--- src/rtl/cicero_arb_pkg.sv ---
// Shared arbiter helpers: index-width rule used by every arbiter in the design.
package cicero_arb_pkg;

  // Width of a requester index; a single requester still gets one bit.
  function automatic int idx_width(input int n);
    if (n <= 1) begin
      return 1;
    end
    return $clog2(n);
  endfunction

endpackage

--- src/rtl/rr_select.sv ---
// Combinational round-robin selector: first set request at or after ptr,
// found by scanning a doubled request vector starting at offset ptr.
module rr_select
  import cicero_arb_pkg::*;
#(
  parameter int N_INPUTS = 4,
  parameter int IDX_W    = idx_width(N_INPUTS)
) (
  input  logic [N_INPUTS-1:0] req,
  input  logic [IDX_W-1:0]    ptr,
  output logic [N_INPUTS-1:0] grant_onehot,
  output logic [IDX_W-1:0]    grant_idx,
  output logic                any
);

  localparam int SW = $clog2(2 * N_INPUTS);

  logic [2*N_INPUTS-1:0] req2;
  logic [N_INPUTS-1:0]   rot;
  logic [IDX_W-1:0]      off;
  logic [SW-1:0]         sum;

  assign req2 = {req, req};

  // rot[k] is the request that sits k places after ptr
  generate
    for (genvar gi = 0; gi < N_INPUTS; gi++) begin : g_rot
      assign rot[gi] = req2[SW'(ptr) + SW'(gi)];
    end
  endgenerate

  always_comb begin
    off = '0;
    sum = '0;
    any = |rot;
    for (int k = N_INPUTS - 1; k >= 0; k--) begin
      if (rot[k]) begin
        off = IDX_W'(k);
      end
    end
    sum = SW'(ptr) + SW'(off);
    if (sum >= SW'(N_INPUTS)) begin
      sum = sum - SW'(N_INPUTS);
    end
    grant_idx = IDX_W'(sum);
  end

  generate
    for (genvar gi = 0; gi < N_INPUTS; gi++) begin : g_onehot
      assign grant_onehot[gi] = any && (grant_idx == IDX_W'(gi));
    end
  endgenerate

endmodule

--- src/rtl/arbiter_rr_reg.sv ---
// N-way round-robin arbiter feeding one registered valid/ready output stage.
// The output register decouples requester timing from the consumer.
module arbiter_rr_reg
  import cicero_arb_pkg::*;
#(
  parameter  int N_INPUTS = 4,
  parameter  int DWIDTH   = 8,
  localparam int IDX_W    = idx_width(N_INPUTS)
) (
  input  logic                         clk,
  input  logic                         rst,
  input  logic [N_INPUTS-1:0]          in_valid,
  input  logic [N_INPUTS*DWIDTH-1:0]   in_data,
  output logic [N_INPUTS-1:0]          in_ready,
  output logic                         out_valid,
  output logic [DWIDTH-1:0]            out_data,
  output logic [IDX_W-1:0]             out_src,
  input  logic                         out_ready
);

  logic [IDX_W-1:0]    ptr_reg;
  logic [IDX_W-1:0]    ptr_next;
  logic [IDX_W-1:0]    grant_idx;
  logic [N_INPUTS-1:0] grant_onehot;
  logic                any_req;
  logic                can_load;
  logic                accept;
  logic                out_valid_reg;
  logic [DWIDTH-1:0]   out_data_reg;
  logic [IDX_W-1:0]    out_src_reg;
  logic [DWIDTH-1:0]   sel_data;
  logic [DWIDTH-1:0]   data_arr [N_INPUTS];

  rr_select #(
    .N_INPUTS (N_INPUTS),
    .IDX_W    (IDX_W)
  ) u_sel (
    .req          (in_valid),
    .ptr          (ptr_reg),
    .grant_onehot (grant_onehot),
    .grant_idx    (grant_idx),
    .any          (any_req)
  );

  assign can_load = ~out_valid_reg | out_ready;
  assign accept   = any_req & can_load;
  // Reset gates the grant so no requester is told it was taken while held in reset.
  assign in_ready = (accept & ~rst) ? grant_onehot : '0;

  generate
    for (genvar gi = 0; gi < N_INPUTS; gi++) begin : g_data
      assign data_arr[gi] = in_data[gi*DWIDTH +: DWIDTH];
    end
  endgenerate

  always_comb begin
    sel_data = '0;
    for (int i = 0; i < N_INPUTS; i++) begin
      if (grant_onehot[i]) begin
        sel_data = data_arr[i];
      end
    end
  end

  always_comb begin
    ptr_next = '0;
    if (N_INPUTS > 1 && grant_idx != IDX_W'(N_INPUTS - 1)) begin
      ptr_next = grant_idx + IDX_W'(1);
    end
  end

  always_ff @(posedge clk or posedge rst) begin
    if (rst) begin
      out_valid_reg <= 1'b0;
      out_data_reg  <= '0;
      out_src_reg   <= '0;
      ptr_reg       <= '0;
    end else if (accept) begin
      out_valid_reg <= 1'b1;
      out_data_reg  <= sel_data;
      out_src_reg   <= grant_idx;
      ptr_reg       <= ptr_next;
    end else if (out_ready) begin
      out_valid_reg <= 1'b0;
    end
  end

  assign out_valid = out_valid_reg;
  assign out_data  = out_data_reg;
  assign out_src   = out_src_reg;

endmodule

--- config.mk ---
export PLATFORM = sky130hd
export DESIGN_NAME = arbiter_rr_reg
export DESIGN_NICKNAME = d
export VERILOG_FILES = /design/src/rtl/cicero_arb_pkg.sv /design/src/rtl/rr_select.sv /design/src/rtl/arbiter_rr_reg.sv
export SDC_FILE = /design/constraint.sdc
export NUM_CORES = 1
export LEC_CHECK = 0
export CORE_MARGIN = 5
export CORE_UTILIZATION = 40
export DETAILED_ROUTE_END_ITERATION = 8
export PLACE_DENSITY = 0.88
export SLEW_MARGIN = 20
export SYNTH_ARGS = -nofsm -noshare
export SYNTH_HDL_FRONTEND = slang
export SYNTH_HIERARCHICAL = 1
export SYNTH_SLANG_ARGS = --single-unit
--- constraint.sdc ---
create_clock -name clk -period 6.38 [get_ports clk]
set_input_delay 1.914 -clock clk [delete_from_list [all_inputs] [get_ports clk]]
set_output_delay 1.914 -clock clk [all_outputs]
set_load 0.03 [all_outputs]
Word-level counts from Yosys, hierarchy flattened
Cells that the tools add are included.

storage, ports and cells
  flip-flop bits (word level) = 13
  input port bits = 39
  output and inout port bits = 15
  logic and storage cells = 52

cells by class
  add/sub/neg operators = 6
  $lt $le $gt $ge = 5
  equality and inequality tests = 4
  multiplexer cells = 21
  bitwise operators = 5
  reductions and logical operators = 7

operators by type and width
  operator                                            count
  two-way mux 8 bit                                   4
  < comparator 3 x 4 -> 1 bit, second input constant  3
  two-way mux 2 bit                                   6
  binary-select mux 1 bit (select 3 bit)              3
  adder 2 x 2 -> 3 bit, second input constant         2
  two-way mux 1 bit                                   6
  == test 2 bit, second input constant                2
  logical AND 1 bit                                   4
  < comparator 2 x 4 -> 1 bit, second input constant  1
  two-way mux 4 bit                                   1
  OR reduction 4 bit                                  1
  adder 2 x 1 -> 3 bit, second input constant         1
  adder 2 x 2 -> 3 bit                                1
  >= comparator 3 bit, second input constant          1
  adder 2 x 1 -> 2 bit, second input constant         1
  bitwise AND 1 bit                                   2
  binary-select mux 1 bit (select 2 bit)              1
  == test 2 x 1 -> 1 bit, second input constant       1
  zero test 2 bit                                     1
  inequality test 2 bit, second input constant        1
  inverter 1 bit                                      2
  nonzero test 2 bit                                  1
  subtractor 2 x 1 -> 2 bit, second input constant    1
  OR 1 bit                                            1

Longest topological paths before layout
Gate-level depths: netlist (run 1).

  word-level depth = 16
  depth in mapped cells = 12
  gate-level depth less buffers = 12

By module
The synthesis (run 1) kept the hierarchy.

by module, submodules not included
  module          instances  cells an instance  area each (sq um)  sequential area each (sq um)
  arbiter_rr_reg  1          83                 840.8              325.3
  rr_select       1          25                 256.5              0.0

Worst setup path after synthesis (run 1)
OpenSTA, ideal clock, no wires.

  path type = input -> output
  from = input in_valid[2]
  to = output in_ready[3]
  data arrival time = 4,710 ps
  required time = 4,466 ps
  path slack = -244 ps
  stages = 9
  path buffers = 1
  cells stage by stage = mux4_2 > a21oi_1 > nor2_1 > ha_1 > xor2_1 > nand2_1 > o22ai_1 > buf_2 > nor3b_1

between the ends
  cells in the longest elaborated chain, start to end = 12
  elaborated cells on any way between the ends = 22
  those cells by class = add/sub (2); order compare (1); eq/ne (1); mux (14); bitwise (2); reduce/logical (2)

RTL lines
  item                                                              RTL line                          text
  start: declaration                                                arbiter_rr_reg.sv:12              input logic [N_INPUTS-1:0] in_valid,
  binary-select mux 1 bit (select 3 bit)                            rr_select.sv:28                   assign rot[gi] = req2[SW'(ptr) + SW'(gi)];
  two-way mux 1 bit (implied by the code)                           rr_select.sv:28
  two-way mux 2 bit (4 in a row)                                    rr_select.sv:37                   if (rot[k]) begin
  adder 2 x 2 -> 3 bit                                              rr_select.sv:41                   sum = SW'(ptr) + SW'(off);
  >= comparator 3 bit or subtractor 2 x 1 -> 2 bit (tied branches)  rr_select.sv:42, rr_select.sv:43
  two-way mux 2 bit                                                 rr_select.sv:42                   if (sum >= SW'(N_INPUTS)) begin
  == test 2 bit                                                     rr_select.sv:50                   assign grant_onehot[gi] = any && (grant_idx == IDX_W'(gi));
  logical AND 1 bit (*)                                             rr_select.sv:50
  named net grant_onehot[3]                                         arbiter_rr_reg.sv:24              logic [N_INPUTS-1:0] grant_onehot;
  two-way mux 4 bit (*)                                             arbiter_rr_reg.sv:48              assign in_ready = (accept & ~rst) ? grant_onehot : '0;
  end: declaration                                                  arbiter_rr_reg.sv:14              output logic [N_INPUTS-1:0] in_ready,

The timed path passes the listed nets; every way through them passes the cells marked *. The select of a mux whose other input is x is not followed.

Worst setup path after layout (run 1)
  from = input in_valid[0]
  to = output in_ready[2]

The elaborated chain is that of the path after synthesis.

==> impl_metrics.xml, run 1 <==
<?xml version="1.0" encoding="UTF-8"?>
<metrics>
  <group name="synth">
    <metric name="syn-num-nets" unit="">150</metric>
    <metric name="synth_seq_area_share" unit="">0.296</metric>
    <metric name="syn_avg_cell_area" unit="sq um">10.2</metric>
    <metric name="post_synth_inst_count" unit="">108</metric>
    <metric name="synth_area_leaders" unit="">sky130_fd_sc_hd__dfrtp_1, sky130_fd_sc_hd__mux4_2, sky130_fd_sc_hd__nand2b_1</metric>
    <metric name="synth_top_area_frac" unit="">0.296</metric>
    <metric name="synth.yosys.warnings" unit="">6</metric>
    <metric name="synth-main-ff-cell" unit="">sky130_fd_sc_hd__dfrtp_1</metric>
    <metric name="edff_count_synth" unit="">0</metric>
    <metric name="synth_seq_cells" unit="">13</metric>
    <metric name="synthDominantAreaCellType" unit="">sky130_fd_sc_hd__dfrtp_1</metric>
    <metric name="cell_area_after_technology_mapping" unit="sq um">1100</metric>
    <metric name="synth_cell_type_count" unit="">32</metric>
    <metric name="synthArstFlopShare" unit="">1.00</metric>
  </group>
  <group name="setup_path">
    <metric name="crit_type" unit="">primary input to output port</metric>
    <metric name="crit_path_max_fanout" unit="">4</metric>
    <metric name="worst_setup_path_start_kind" unit="">primary input</metric>
    <metric name="crit_path_cell_trace" unit="">clkdlybuf4s50_1, mux4_2, a21oi_1, nor2_1, ha_1, xor2_2, buf_4, a211oi_2, nor3b_2, buf_4</metric>
    <metric name="crit_path_end_kind" unit="">output port</metric>
    <metric name="critical_path_data_required_time" unit="ns">4.47</metric>
    <metric name="worstPathArrival" unit="ns">4.32</metric>
    <metric name="worst_path_most_repeated_cell" unit="">sky130_fd_sc_hd__buf_4</metric>
    <metric name="slowest_delay" unit="ns">0.50</metric>
    <metric name="crit_slowest_cell" unit="">sky130_fd_sc_hd__mux4_2</metric>
  </group>
  <group name="route">
    <metric name="drt-initial-drc-count" unit="">65</metric>
    <metric name="postRouteAntennaNets" unit="">0</metric>
    <metric name="detailedRoute.firstPassIterationCount" unit="">4</metric>
    <metric name="drc" unit="">0</metric>
    <metric name="routed_wl" unit="microns">3450</metric>
    <metric name="route.detailed.wl_per_inst" unit="microns">17.4</metric>
    <metric name="number_of_vias_after_detailed_routing" unit="">1077</metric>
    <metric name="route.detailed.vias_per_inst" unit="">5.44</metric>
  </group>
  <group name="power">
    <metric name="seq_power_share" unit="">0.134</metric>
    <metric name="design_power" unit="mW">1.21</metric>
    <metric name="p_sw_frac" unit="">0.488</metric>
    <metric name="internal_cell_power" unit="uW">617</metric>
    <metric name="leak" unit="nW">0.747</metric>
    <metric name="ir_drop" unit="uV">486</metric>
    <metric name="switching_pwr" unit="uW">589</metric>
    <metric name="power.combinational.fraction" unit="">0.824</metric>
    <metric name="power_density" unit="nW/um^2">698</metric>
    <metric name="power.clock.fraction" unit="">0.043</metric>
  </group>
  <group name="floorplan">
    <metric name="initial_core_util" unit="">0.408</metric>
    <metric name="area_inside_the_core_boundary" unit="sq um">2690</metric>
    <metric name="io_pins" unit="">54</metric>
    <metric name="floorplan.die.height" unit="microns">62.4</metric>
    <metric name="floorplan.rows" unit="">19</metric>
    <metric name="design.die.area" unit="sq um">3890</metric>
    <metric name="floorplan.die.width" unit="microns">62.4</metric>
  </group>
  <group name="sta">
    <metric name="final.setup_skew" unit="ns">0.00162</metric>
    <metric name="worst_slack_setup_final" unit="ns">0.148</metric>
    <metric name="final-setup-viol-count" unit="">0</metric>
    <metric name="worstMarginPinSlew" unit="ns">0.494</metric>
    <metric name="finalWorstPathRequiredPeriod" unit="ns">6.23</metric>
    <metric name="timing_max_transition_violations_final" unit="">0</metric>
    <metric name="timing.slew.headroom" unit="">0.670</metric>
    <metric name="final-hold-violation-count" unit="">0</metric>
    <metric name="achievable-frequency" unit="GHz">0.160</metric>
    <metric name="period_share" unit="">0.977</metric>
    <metric name="final.hold.worst_slack" unit="ns">0.492</metric>
  </group>
  <group name="layout">
    <metric name="most_common_cell_after_layout_fill_and_taps_aside" unit="">sky130_fd_sc_hd__clkdlybuf4s50_1</metric>
    <metric name="net_count_reported_at_finish" unit="">210</metric>
    <metric name="final_layout_size_suffix_gt1_frac" unit="">0.204</metric>
    <metric name="largest_register_ffs" unit="">8</metric>
    <metric name="mostFrequentLayoutCells" unit="">sky130_fd_sc_hd__clkdlybuf4s50_1, sky130_fd_sc_hd__dfrtp_1, sky130_fd_sc_hd__buf_4</metric>
    <metric name="antenna_fix_cells" unit="">0</metric>
    <metric name="nFillCells" unit="">225</metric>
    <metric name="final_cell_count_no_fill" unit="">198</metric>
    <metric name="area_delta_synth_final" unit="%">57.5</metric>
  </group>
  <group name="place">
    <metric name="preCtsSetupSlack" unit="ns">0.0230</metric>
    <metric name="place_hpwl" unit="microns">2740</metric>
    <metric name="port_buffers" unit="">53</metric>
    <metric name="post-place-cells" unit="">194</metric>
    <metric name="place_congestion" unit="">0.769</metric>
  </group>
  <group name="outcome">
    <metric name="status" unit="">completed</metric>
  </group>
  <group name="clock_network">
    <metric name="cts.root.buffer_cell" unit="">sky130_fd_sc_hd__clkbuf_4</metric>
    <metric name="clock_tree.htree_level_count" unit="">1</metric>
    <metric name="clock_tree.buffer_depth" unit="">2</metric>
    <metric name="clk_lat_worst_skew" unit="ns">0.28</metric>
    <metric name="cts_tree" unit="">done</metric>
    <metric name="clkSlewWorstSetupHoldPaths" unit="ns">0.08</metric>
    <metric name="cts_num_sinks" unit="">13</metric>
    <metric name="tritoncts.num_buffers" unit="">3</metric>
  </group>
  <group name="grt">
    <metric name="grt_first_pass_wirelength" unit="microns">5490</metric>
    <metric name="number_of_global_route_vias_before_repair" unit="">1121</metric>
    <metric name="antenna_found_initial" unit="">0</metric>
    <metric name="grt_start_max_net_pins" unit="">18</metric>
    <metric name="grt_overflow" unit="">0</metric>
    <metric name="grt_util_all_layers" unit="">0.171</metric>
  </group>
  <group name="run">
    <metric name="timing.max_cap.violations" unit="">0</metric>
  </group>
  <group name="hold_path">
    <metric name="worst_hold_path_type" unit="">register to register</metric>
  </group>
</metrics>
-- layer usage --
metal	vias up	global-route usage	part of all wire
met1	503	0.220	0.42
met3	7	0.0342	0.072
li1	527	-	-
met2	40	0.282	0.49
met4	0	0.0610	0.015
met5	-	0	0
-- final timing paths --
check                       startpoint     endpoint  slack, ns  cells past startpoint
hold / removal             out_data[7]  out_data[7]       0.49                      1
setup reg to reg            ptr_reg[0]  out_data[1]       3.19                     12
setup / recovery           in_valid[0]  in_ready[2]       0.15                     10
max in group asynchronous          rst   out_src[1]       3.88                      2
hold reg to reg            out_data[7]  out_data[7]       0.49                      1
min in group asynchronous          rst   ptr_reg[1]       2.17                      2
-- logic make-up (layout without fill, tap and decap cells) --
logic type               after synthesis  in the layout  share of synthesized area
AND/OR/NAND/NOR                       41             41                      0.251
AO/OA/AOI/OAI                         31             31                      0.227
flip-flops                            13             13                      0.296
buffers and inverters                  9             68                     0.0410
multiplexers                           8              8                      0.127
adder cells (fa/ha/maj)                3              3                     0.0342
XOR/XNOR                               3              3                     0.0239
-- cell usage after synthesis, types with 2 or more instances --
| cell type | number |
|---|---|
| sky130_fd_sc_hd__ha_1 | 3 |
| sky130_fd_sc_hd__nand2b_1 | 10 |
| sky130_fd_sc_hd__nand2_1 | 4 |
| sky130_fd_sc_hd__dfrtp_1 | 13 |
| sky130_fd_sc_hd__nand3_1 | 8 |
| sky130_fd_sc_hd__nor2_1 | 3 |
| sky130_fd_sc_hd__a21o_1 | 7 |
| sky130_fd_sc_hd__inv_1 | 3 |
| sky130_fd_sc_hd__xnor2_1 | 2 |
| sky130_fd_sc_hd__and3b_1 | 7 |
| sky130_fd_sc_hd__mux2_2 | 4 |
| sky130_fd_sc_hd__a211oi_1 | 7 |
| sky130_fd_sc_hd__o22ai_1 | 2 |
| sky130_fd_sc_hd__buf_2 | 3 |
| sky130_fd_sc_hd__clkbuf_1 | 2 |
| sky130_fd_sc_hd__o2bb2ai_1 | 7 |
| sky130_fd_sc_hd__mux4_2 | 3 |
| sky130_fd_sc_hd__a21oi_1 | 3 |
| sky130_fd_sc_hd__nor3b_1 | 4 |
-- cell type report --
class | count | area [sq um] | area share
Clock buffer | 4 | 26.3 | 0.0152
Inverter | 3 | 11.3 | 0.00652
Multi-Input combinational cell | 86 | 746 | 0.432
Sequential cell | 13 | 325 | 0.188
Tap cell | 31 | 38.8 | 0.0224
Timing Repair Buffer | 61 | 581 | 0.336
-- critical path: cells and delay by family --
kind	cells	cell delay, ns
adder cells (fa/ha/maj)	1	0.23
AND/OR/NAND/NOR	2	0.29
multiplexers	1	0.50
AO/OA/AOI/OAI	2	0.36
XOR/XNOR	1	0.19
buffers and inverters	3	0.84
-- power groups by stage --
stage                     Clock [mW]  Combinational, mW  Sequential (mW)
after global routing          0.0549               1.08            0.167
after CTS                     0.0511              0.988            0.161
final                         0.0514              0.993            0.161
after floorplan                    0              0.636            0.217
after global placement             0              0.939            0.160
after detailed placement           0              0.980            0.161
-- through the flow --
stage,area [sq um],util,TNS [ns]
2_1_floorplan,1110,-,0
3_3_place_gp,1690,0.630,0
3_5_place_dp,1690,0.630,0
4_1_cts,1730,0.643,0
5_1_grt,1730,0.643,-0.0339
6_report,1730,0.643,0
-- timing repair --
item	4_1_cts	5_1_grt
resized for setup	1	2
buffers inserted	0	0
endpoints found under the setup margin	1	4
hold buffers	0	0
cloned	0	0
Note: power is estimated with default switching activity, not from simulation.
==> run 2, diff against run 1 <==
Settings changed: SLEW_MARGIN 20 to default.
==> results of run 2 <==
The final DEF is identical to that of run 1; final timing and power are the same.
==> run 3, diff against run 2 <==
Settings changed: ABC_CLOCK_PERIOD_IN_PS from default to 6380.
==> results of run 3 <==
The final DEF is identical to that of run 1; final timing and power are the same.
